<file path="src/rtl/param_sync_fifo.sv">
// -----------------------------------------------------------------------------
// param_sync_fifo
//
// Single-clock FIFO with configurable width and depth, programmable
// almost-full / almost-empty thresholds, an occupancy count, sticky
// overflow/underflow flags and an optional first-word-fall-through read port.
//
// Parameters:
//   DATA_WIDTH  word width in bits (>= 1)
//   DEPTH       number of entries, power of two (>= 2)
//   AFULL_TH    almost_full when count >= AFULL_TH   (1..DEPTH)
//   AEMPTY_TH   almost_empty when count <= AEMPTY_TH (0..DEPTH-1)
//   FWFT        0 = registered dout loaded on read, 1 = first-word-fall-through
//
// Ports:
//   clk           clock, all state changes on the rising edge
//   rst           asynchronous active-high reset
//   din           write data
//   wr_en         write request
//   rd_en         read request (pop/acknowledge in FWFT mode)
//   clr_err       synchronous clear of the sticky error flags
//   dout          read data
//   empty         count == 0
//   full          count == DEPTH
//   almost_empty  count <= AEMPTY_TH
//   almost_full   count >= AFULL_TH
//   count         current occupancy, 0..DEPTH
//   overflow      sticky: a write was rejected
//   underflow     sticky: a read was rejected
// -----------------------------------------------------------------------------
module param_sync_fifo #(
  parameter int DATA_WIDTH = 8,
  parameter int DEPTH      = 8,
  parameter int AFULL_TH   = DEPTH - 1,
  parameter int AEMPTY_TH  = 1,
  parameter int FWFT       = 0
) (
  input  logic                        clk,
  input  logic                        rst,
  input  logic [DATA_WIDTH-1:0]       din,
  input  logic                        wr_en,
  input  logic                        rd_en,
  input  logic                        clr_err,
  output logic [DATA_WIDTH-1:0]       dout,
  output logic                        empty,
  output logic                        full,
  output logic                        almost_empty,
  output logic                        almost_full,
  output logic [$clog2(DEPTH):0]      count,
  output logic                        overflow,
  output logic                        underflow
);

  localparam int AW = $clog2(DEPTH);

  // Thresholds sized to the count register so the decodes compare like widths.
  localparam logic [AW:0] DEPTH_V  = (AW+1)'(DEPTH);
  localparam logic [AW:0] AFULL_V  = (AW+1)'(AFULL_TH);
  localparam logic [AW:0] AEMPTY_V = (AW+1)'(AEMPTY_TH);

  logic [DATA_WIDTH-1:0] mem [DEPTH];
  logic [AW-1:0]         wr_ptr;
  logic [AW-1:0]         rd_ptr;
  logic                  rd_acc;
  logic                  wr_acc;

  // Status flags decode the registered count only, so they never depend
  // combinationally on the request inputs.
  assign empty        = (count == '0);
  assign full         = (count == DEPTH_V);
  assign almost_empty = (count <= AEMPTY_V);
  assign almost_full  = (count >= AFULL_V);

  // A write into a full FIFO is still taken when a read frees a slot in the
  // same cycle; a read of an empty FIFO is never bypassed from din.
  assign rd_acc = rd_en & ~empty;
  assign wr_acc = wr_en & (~full | rd_en);

  // Storage is deliberately left unreset; the pointers define what is valid.
  always_ff @(posedge clk) begin
    if (wr_acc) begin
      mem[wr_ptr] <= din;
    end
  end

  // Pointers wrap naturally because DEPTH is a power of two.
  always_ff @(posedge clk or posedge rst) begin
    if (rst) begin
      wr_ptr <= '0;
      rd_ptr <= '0;
    end else begin
      if (wr_acc) begin
        wr_ptr <= wr_ptr + 1'b1;
      end
      if (rd_acc) begin
        rd_ptr <= rd_ptr + 1'b1;
      end
    end
  end

  // Occupancy moves only when exactly one side is accepted.
  always_ff @(posedge clk or posedge rst) begin
    if (rst) begin
      count <= '0;
    end else if (wr_acc && !rd_acc) begin
      count <= count + 1'b1;
    end else if (rd_acc && !wr_acc) begin
      count <= count - 1'b1;
    end
  end

  // Sticky error flags; clr_err wins over a set in the same cycle.
  always_ff @(posedge clk or posedge rst) begin
    if (rst) begin
      overflow  <= 1'b0;
      underflow <= 1'b0;
    end else if (clr_err) begin
      overflow  <= 1'b0;
      underflow <= 1'b0;
    end else begin
      if (wr_en && full && !rd_en) begin
        overflow <= 1'b1;
      end
      if (rd_en && empty) begin
        underflow <= 1'b1;
      end
    end
  end

  generate
    if (FWFT != 0) begin : g_fwft
      // Head of the queue is always presented; meaningless while empty.
      assign dout = mem[rd_ptr];
    end else begin : g_std
      logic [DATA_WIDTH-1:0] dout_q;

      // Registered read port: holds its value until the next accepted read.
      always_ff @(posedge clk or posedge rst) begin
        if (rst) begin
          dout_q <= '0;
        end else if (rd_acc) begin
          dout_q <= mem[rd_ptr];
        end
      end

      assign dout = dout_q;
    end
  endgenerate

endmodule

</file>
<file path="config.mk">
export PLATFORM = sky130hd
export DESIGN_NAME = param_sync_fifo
export DESIGN_NICKNAME = d
export VERILOG_FILES = /design/src/rtl/param_sync_fifo.sv
export SDC_FILE = /design/constraint.sdc
export NUM_CORES = 1
export LEC_CHECK = 0
export CAP_MARGIN = 10
export CORE_ASPECT_RATIO = 1.5
export CORE_MARGIN = 2
export CORE_UTILIZATION = 35
export DETAILED_ROUTE_END_ITERATION = 10
export GPL_TIMING_DRIVEN = 0
export MAX_ROUTING_LAYER = met4
export SLEW_MARGIN = 5
export SYNTH_ARGS = -nofsm -noshare
export SYNTH_HDL_FRONTEND = slang
export SYNTH_SLANG_ARGS = --single-unit
</file>
<file path="constraint.sdc">
create_clock -name clk -period 3.6 [get_ports clk]
set_clock_uncertainty 0.2 [all_clocks]
set_input_delay 0.54 -clock clk [delete_from_list [all_inputs] [get_ports clk]]
set_output_delay 0.54 -clock clk [all_outputs]
set_load 0.005 [all_outputs]
</file>
Yosys cells after proc, flatten, opt, wreduce, memory -nomap -nowiden
Memory sizes are Yosys's and may differ from the RTL's. A register that Yosys moved wholly into a read port is not among the register bits.
Cells that the tools add are included.
- add/subtract/negate cells: 4
- multiply operators: 0
- div/mod/pow operators: 0
- magnitude comparators: 2
- equality and inequality tests: 1
- shifts and indexed selects: 0
- muxes and demuxes: 8
- bitwise operators: 5
- reduce and logical (&&, ||, !) cells: 12
- operators with widths (cell ; number):
    $mux W4 ; 2
    $add A3 B1 Y3 const B ; 2
    $mux W1 ; 6
    $reduce_bool A2 Y1 ; 3
    $logic_and A1 B1 Y1 ; 5
    $add A4 B1 Y4 const B ; 1
    $eq A4 B4 Y1 const B ; 1
    $ge A4 B3 Y1 const B ; 1
    $le A4 B1 Y1 const B ; 1
    $logic_not A4 Y1 ; 1
    $sub A4 B1 Y4 const B ; 1
    $logic_not A1 Y1 ; 3
    $and A1 B1 Y1 ; 2
    $not A1 Y1 ; 2
    $or A1 B1 Y1 ; 1
- bits in registers: 12
- latch bits: 0
- memory bits (writable): 64
- ROM bits: 0
- bits of input ports: 13
- output and inout bits: 18
- logic and storage cells: 38
- memories kept: 1
- memories (name ; words ; width ; rd ports ; clocked after Yosys merged registers in ; write ports ; RTL line ; text):
    mem ; 8 ; 8 ; 1 ; 1 ; 1 ; 61 ; logic [DATA_WIDTH-1:0] mem [DEPTH];

Logic depth before layout (Yosys ltp)
Gate-level depths: netlist of run 1.
- depth after elaboration: 8
- mapped depth: 9
- gate-level depth less buffers: 9

Worst setup path before layout of run 1
Ideal clock, no wire load.
- path kind: flip-flop to flip-flop
- start point: reg count[0]
- end point: reg count[3]
- library setup time: 79 ps
- arrival: 2147 ps
- required time: 3321 ps
- slack: 1174 ps
- stages on the path, launching flop included: 10
- path buffers: 1
- period minus slack after synthesis: 2426 ps
- path through: dfrtp_1 inv_1 ha_1 nor3b_1 nand2b_1 buf_4 ha_1 or4_4 a21oi_2 xor2_1
- cells in the longest elaborated chain, start to end: 7
- ends and longest elaborated chain (item ; RTL line ; text):
    from (decl) ; 49 ; output logic [$clog2(DEPTH):0] count,
    from (signal assigned) ; 106 ; count <= count + 1'b1;
    from (signal assigned) ; 108 ; count <= count - 1'b1;
    $eq A4 B4 Y1 ; 70 ; assign full = (count == DEPTH_V);
    $not A1 Y1 ; 77 ; assign wr_acc = wr_en & (~full | rd_en);
    $or A1 B1 Y1 ; 77 ;
    $and A1 B1 Y1 ; 77 ;
    $logic_not A1 Y1 ; 107 ; end else if (rd_acc && !wr_acc) begin
    $logic_and A1 B1 Y1 ; 107 ;
    $reduce_bool A2 Y1 (no line) ; - ;
Parallel ways exist; a longest one is shown, timed or not. The select of a mux whose other input is x is not followed.
A chain may end at the register's enable or synchronous reset.

Worst setup path after layout of run 1
- start point: reg count[0]
- end point: out empty
- cells in the longest elaborated chain, start to end: 1
- ends and longest elaborated chain (item ; RTL line ; text):
    $logic_not A4 Y1 ; 69 ; assign empty = (count == '0);
    to (decl) ; 45 ; output logic empty,
No other way between the ends.

==> run metrics, run 1 <==
CTS buffer count=9; Synth Warn #=0; layout cells sized above 1=16.8%; initial drt markers=130; area grow syn2layout=22.5%; FF+latch area=2420 sq um; kind of critical path=flip-flop to primary output; H-tree depth=3; num rows=44; cell taking the most area after synthesis=edfxtp_1; Hold/Removal Path Class=flip-flop to flip-flop; Wirelength per Cell=18.1 um; clock insertion delay at the later pin of the skew report=340 ps; first-pass GRT wire length=10.6 mm; Routability Congestion=0.747; setup violators final=0; Min Clock Period, post-route=3040 ps; First-pass DRT Iterations=4; Area contributors post-synth=edfxtp_1, dfrtp_1, mux2_2, mux2i_1, ha_1; worst-path maximum fanout=10; register area share after synthesis=70.1%; CP arrival=2300 ps; crit-path max cell delay=540 ps; antenna violations before repair=0; distinct cell type count after synthesis=33; GRT Overall Usage=14.2%; Post-Layout Cell Count=377; Post-CTS Setup Inserts=0; via count=1897; crit path launch type=flip-flop; HPWL Detailed=~4.4 mm; CP required=approximately 2900 ps; vias per cell=5.03; CP cell instances=inv_1 -> ha_1 -> nor3b_1 -> buf_2 -> clkdlybuf4s50_1; Final Hold Fails=0; Final ANT Viol Nets=0; vias in the first global route=2006; placed cell areas=3910 sq um; core footprint=9630 sq um; max cap viols=0; Slowest cell on crit path=clkdlybuf4s50_1; hold buffers post-CTS=0; # DRC=0; Hold Slack=302 ps; number of gates resized after cts=0; cell area after synthesis=3450 sq um; Die W=85.1 um; fin area=4230 sq um; Final period util=84.5%; DR top layer=met4; Starting Density=a little over a third; top-area cell type share of the netlist area=a little under three fifths; worst-margin pin slew=around 920 ps; die area=10700 sq um; CTS tree=built; io pins=31; syn_nets=235; PwrDens=829 nW/um^2; Multi-input gate area=around 950 sq um; RSZ-0062 raised after global routing=no; fin nets=276; maximum VDD drop=0.407 mV; fin util=between 40% and 50%; PortBufs=30; filler cell count=845; total routed wirelength=approximately 6.8 mm; die height=126 um; CTS Sinks=84; Avg Inst Size Synth=16.0 sq um; fin. max-slew vios=0; largest net degree at the start of global routing=21; antenna cells=0; met3 wire len=229 um; FMAX=0.329 GHz; met2 WL=3.65 mm; clock buffer depth=2; Slew HR=38.4%; synthesized netlist cell count=216; Crit. End Element=primary output; status=finished clean; Leakage=1.55 nW; Root Driver=clkbuf_16; Clock transition at path regs=about 60 ps; Final TNS setup=0 ps; wire length on met1=2.80 mm; cell count after placement=~360; post-synthesis register bit count=84; total gr overflow=0
worst paths after layout:
path	start	endpoint	slack (ps)	cells past startpoint
max	count[0]	empty	560	5
min	underflow	underflow	300	2
max reg2reg	count[0]	count[3]	950	9
min reg2reg	underflow	underflow	300	2
max in group asynchronous	rst	dout[2]	2180	2
min in group asynchronous	rst	dout[6]	480	2
placed cells by master (no fill, tap or decap), drive strengths merged, types with 3 or more instances in the layout:
master and n:
nand2 4, clkinv 4, o31ai 8, nand2b 4, buf 8, clkbuf 10, ha 6, edfxtp 64
o21ai 9, nor2 11, xor2 3, mux2 18, dfrtp 20, o22ai 8, a22o 8, clkdlybuf4s50 30
inv 6, nor3 3, mux2i 17, xnor2 5
layer usage:
layer	track usage [%]	up-vias
li1	-	910
met1	15.8	936
met2	23.9	40
met3	3.28	11
met4	7.00	0
met5	-	-
flip-flops by register name, summed over array words and instances, names as in the netlist:
register / count
mem: 64
wr_ptr: 3
count: 4
rd_ptr: 3
underflow: 1
dout: 8
overflow: 1
logic make-up (layout without fill, tap and decap cells):
kind of cell             Yosys count  after routing  synth area share (%)
AO/OA/AOI/OAI                     37             37                  7.32
XOR/XNOR                           8              8                  2.03
adder cells (fa/ha/maj)            6              6                  2.17
buffers and inverters             14             60                  2.54
flip-flops                        84             84                  70.1
multiplexers                      35             35                  10.8
AND/OR/NAND/NOR                   32             32                  5.00
cell type report:
class	count	area share, %
sequential	84	57.2
buffer	9	1.63
clock buffer	9	5.32
inverter	5	0.444
timing repair buffer	30	7.10
multi-input combinational	118	22.5
tap	115	3.40
clock inverter	7	2.34
Yosys cell counts:
cell type,count
ha_1,6
clkbuf_1,1
buf_4,3
o31ai_1,8
o22ai_1,8
nor3b_1,1
inv_1,5
mux2i_1,17
buf_6,3
dfrtp_1,20
buf_2,1
o21ai_0,9
nand4bb_1,1
nand2b_1,4
edfxtp_1,64
buf_1,1
a21oi_1,1
xor2_1,3
a31oi_1,1
nand4_1,1
nand3b_1,2
xnor2_1,5
a21oi_2,1
a21o_1,1
a22o_1,8
nor2b_1,1
nand3_1,2
nor3_1,3
mux2_2,18
and3b_1,1
or4_4,1
nor2_1,11
nand2_1,4
power breakdown:
group	leakage [nW]	switching (mW)	internal [mW]
Clock	0.158	0.373	0.611
Sequential	0.822	0.135	1.27
Combinational	0.566	0.545	0.575
Total	1.55	1.05	2.46
critical path, delay by kind of cell, from the launching register on:
kind | cells | cell delay (ps)
simple gates | 1 | 350
fa+ha+maj | 1 | 230
buf+inv | 3 | 930
flops | 1 | 460
through the flow:
step                      worst slack [ps]  power (mW)
after global routing                   440        3.71
after CTS                              503        3.54
final                                  559        3.51
after floorplan                       1170        2.12
after global placement                 353        2.54
after detailed placement               694        2.56
Note: power is estimated with default switching activity, not from simulation.
==> run 2: changes to the inputs <==
==> constraint.sdc (replaced) <==
create_clock -name clk -period 2.6 [get_ports clk]
set_clock_uncertainty 0.2 [all_clocks]
set_input_delay 0.39 -clock clk [delete_from_list [all_inputs] [get_ports clk]]
set_output_delay 0.39 -clock clk [all_outputs]
set_load 0.005 [all_outputs]
==> run 2 against run 1 <==
- sequential power increased by 39%
- via count increased by 0.58%
- clock-buffer cell count unchanged
- final cell count increased by 0.53%
- core utilization increased by 0.55 points
- largest power group unchanged
- sequential share of layout area decreased by 0.64 points
==> run metrics, run 2 (synthesis results as in run 1) <==
Starting Density=between 30% and 40%; area grow syn2layout=24.1%; Hold/Removal Path Class=flip-flop to flip-flop; placed cell areas=3910 sq um; first-pass GRT wire length=10.6 mm; antenna violations before repair=0; Hold Slack=306 ps; largest net degree at the start of global routing=21; H-tree depth=3; Slew HR=37.3%; GRT Overall Usage=about 14%; First-pass DRT Iterations=4; clock insertion delay at the later pin of the skew report=between 300 and 400 ps; Final ANT Viol Nets=0; Clock power frac=27.6%; max cap viols=0; Leakage=1.56 nW; final total power=about 4.9 mW; Clock transition at path regs=60 ps; FMAX=0.402 GHz; switching share of power=30.0%; CTS buffer count=9; core footprint=9630 sq um; initial drt markers=149; Int Power=3.45 mW; crit path launch type=flip-flop; num rows=44; Final TNS setup=0 ps; hold buffers post-CTS=0; worst-margin pin slew=938 ps; most frequent cells in the layout=edfxtp_1, clkdlybuf4s50_1, mux2_2, dfrtp_1, mux2i_1; total routed wirelength=6.83 mm; Root Driver=clkbuf_16; Final period util=95.6%; Routability Congestion=about 0.75; CP arrival=1890 ps; fin nets=about 280; HPWL Detailed=4.40 mm; via count=1908; status=finished clean; CP Launch Point=count[1]; CTS tree=built; Psw=1.48 mW; PortBufs=30; CTS Sinks=84; worst-path maximum fanout=6; layout cells sized above 1=19.7%; max FFs per register=64; Comb pwr share=between 30% and 40%; io pins=31; Biggest register=mem; CP required=around 2000 ps; maximum VDD drop=0.562 mV; kind of critical path=flip-flop to primary output; Wirelength per Cell=18.0 um; fin area=4280 sq um; # DRC=0; antenna cells=0; vias in the first global route=roughly 2.0k; r2r startpoint=count[1]; Reg power frac=between 30% and 40%; Min Clock Period, post-route=2480 ps; Crit. End Element=primary output; most common cell after layout, fill and taps aside=edfxtp_1; hold wc startpoint=overflow; vias per cell=5.03; die area=10700 sq um; fin. max-slew vios=0; die height=about 130 um; clock buffer depth=2; PwrDens=around 1200 nW/um^2; setup violators final=0; Die W=roughly 85 um; Final Hold Fails=0; total gr overflow=0; RSZ-0062 raised after global routing=no
==> run 2: cell count changes in the layout (fill, tap and decap cells not counted), sizes merged <==
cell and change:
buf +2
==> run 2: timing repair <==
item	4_1_cts	5_1_grt
endpoints found under the setup margin	2	10
resized for setup	6	4
buffers inserted	1	1
==> run 2: worst paths after layout <==
check	to	slack [ps]	depth (start not counted)
min in group asynchronous	dout[6]	320	2
worst max-delay path	empty	120	5
worst max register to register	count[3]	170	9
worst min register to register	overflow	310	2
worst min-delay path	overflow	310	2
max in group asynchronous	count[0]	1300	2
==> run 2: area by class of cell <==
cell class | instances | area [sq um]
plain buffers | 9 | 75.1
clock buffers | 9 | 225
clock inverters | 7 | 98.8
fillers | 839 | 5350
inverters | 5 | 18.8
multi-input cells | 118 | 982
flip-flops and latches | 84 | 2420
well taps | 115 | 144
repair buffers | 32 | 315
==> run 2: stage by stage <==
step           setup slack [ps]  cells  utilization (%)
6_report                    115    379             44.5
5_1_grt                    27.8    379             44.5
4_1_cts                    38.8    378             44.2
3_5_place_dp               -156    361             40.6
3_3_place_gp               -497    361             40.5
2_1_floorplan               174    216                -
==> run 2: power by group through the flow <==
stage          Clock, mW  Sequential [mW]  Combinational, mW
6_report            1.36             1.94               1.63
5_1_grt             1.45             1.98               1.79
4_1_cts             1.38             1.96               1.61
3_5_place_dp           0             1.98               1.57
3_3_place_gp           0             1.96               1.55
2_1_floorplan          0             1.93               1.00
==> run 2: metal layers <==
layer	up-vias	track usage (%)	share of wire [%]
li1	914	-	-
met1	941	15.7	41
met2	37	24.0	53
met4	0	7.00	2.5
met5	-	-	0
met3	16	3.28	3.4
==> run 2: critical path, cell delays in order (launching register included) <==
cell             delay, ps
dfrtp_2                440
inv_1                  110
ha_4                   160
nor3b_4                230
buf_6                  130
clkdlybuf4s50_1        480
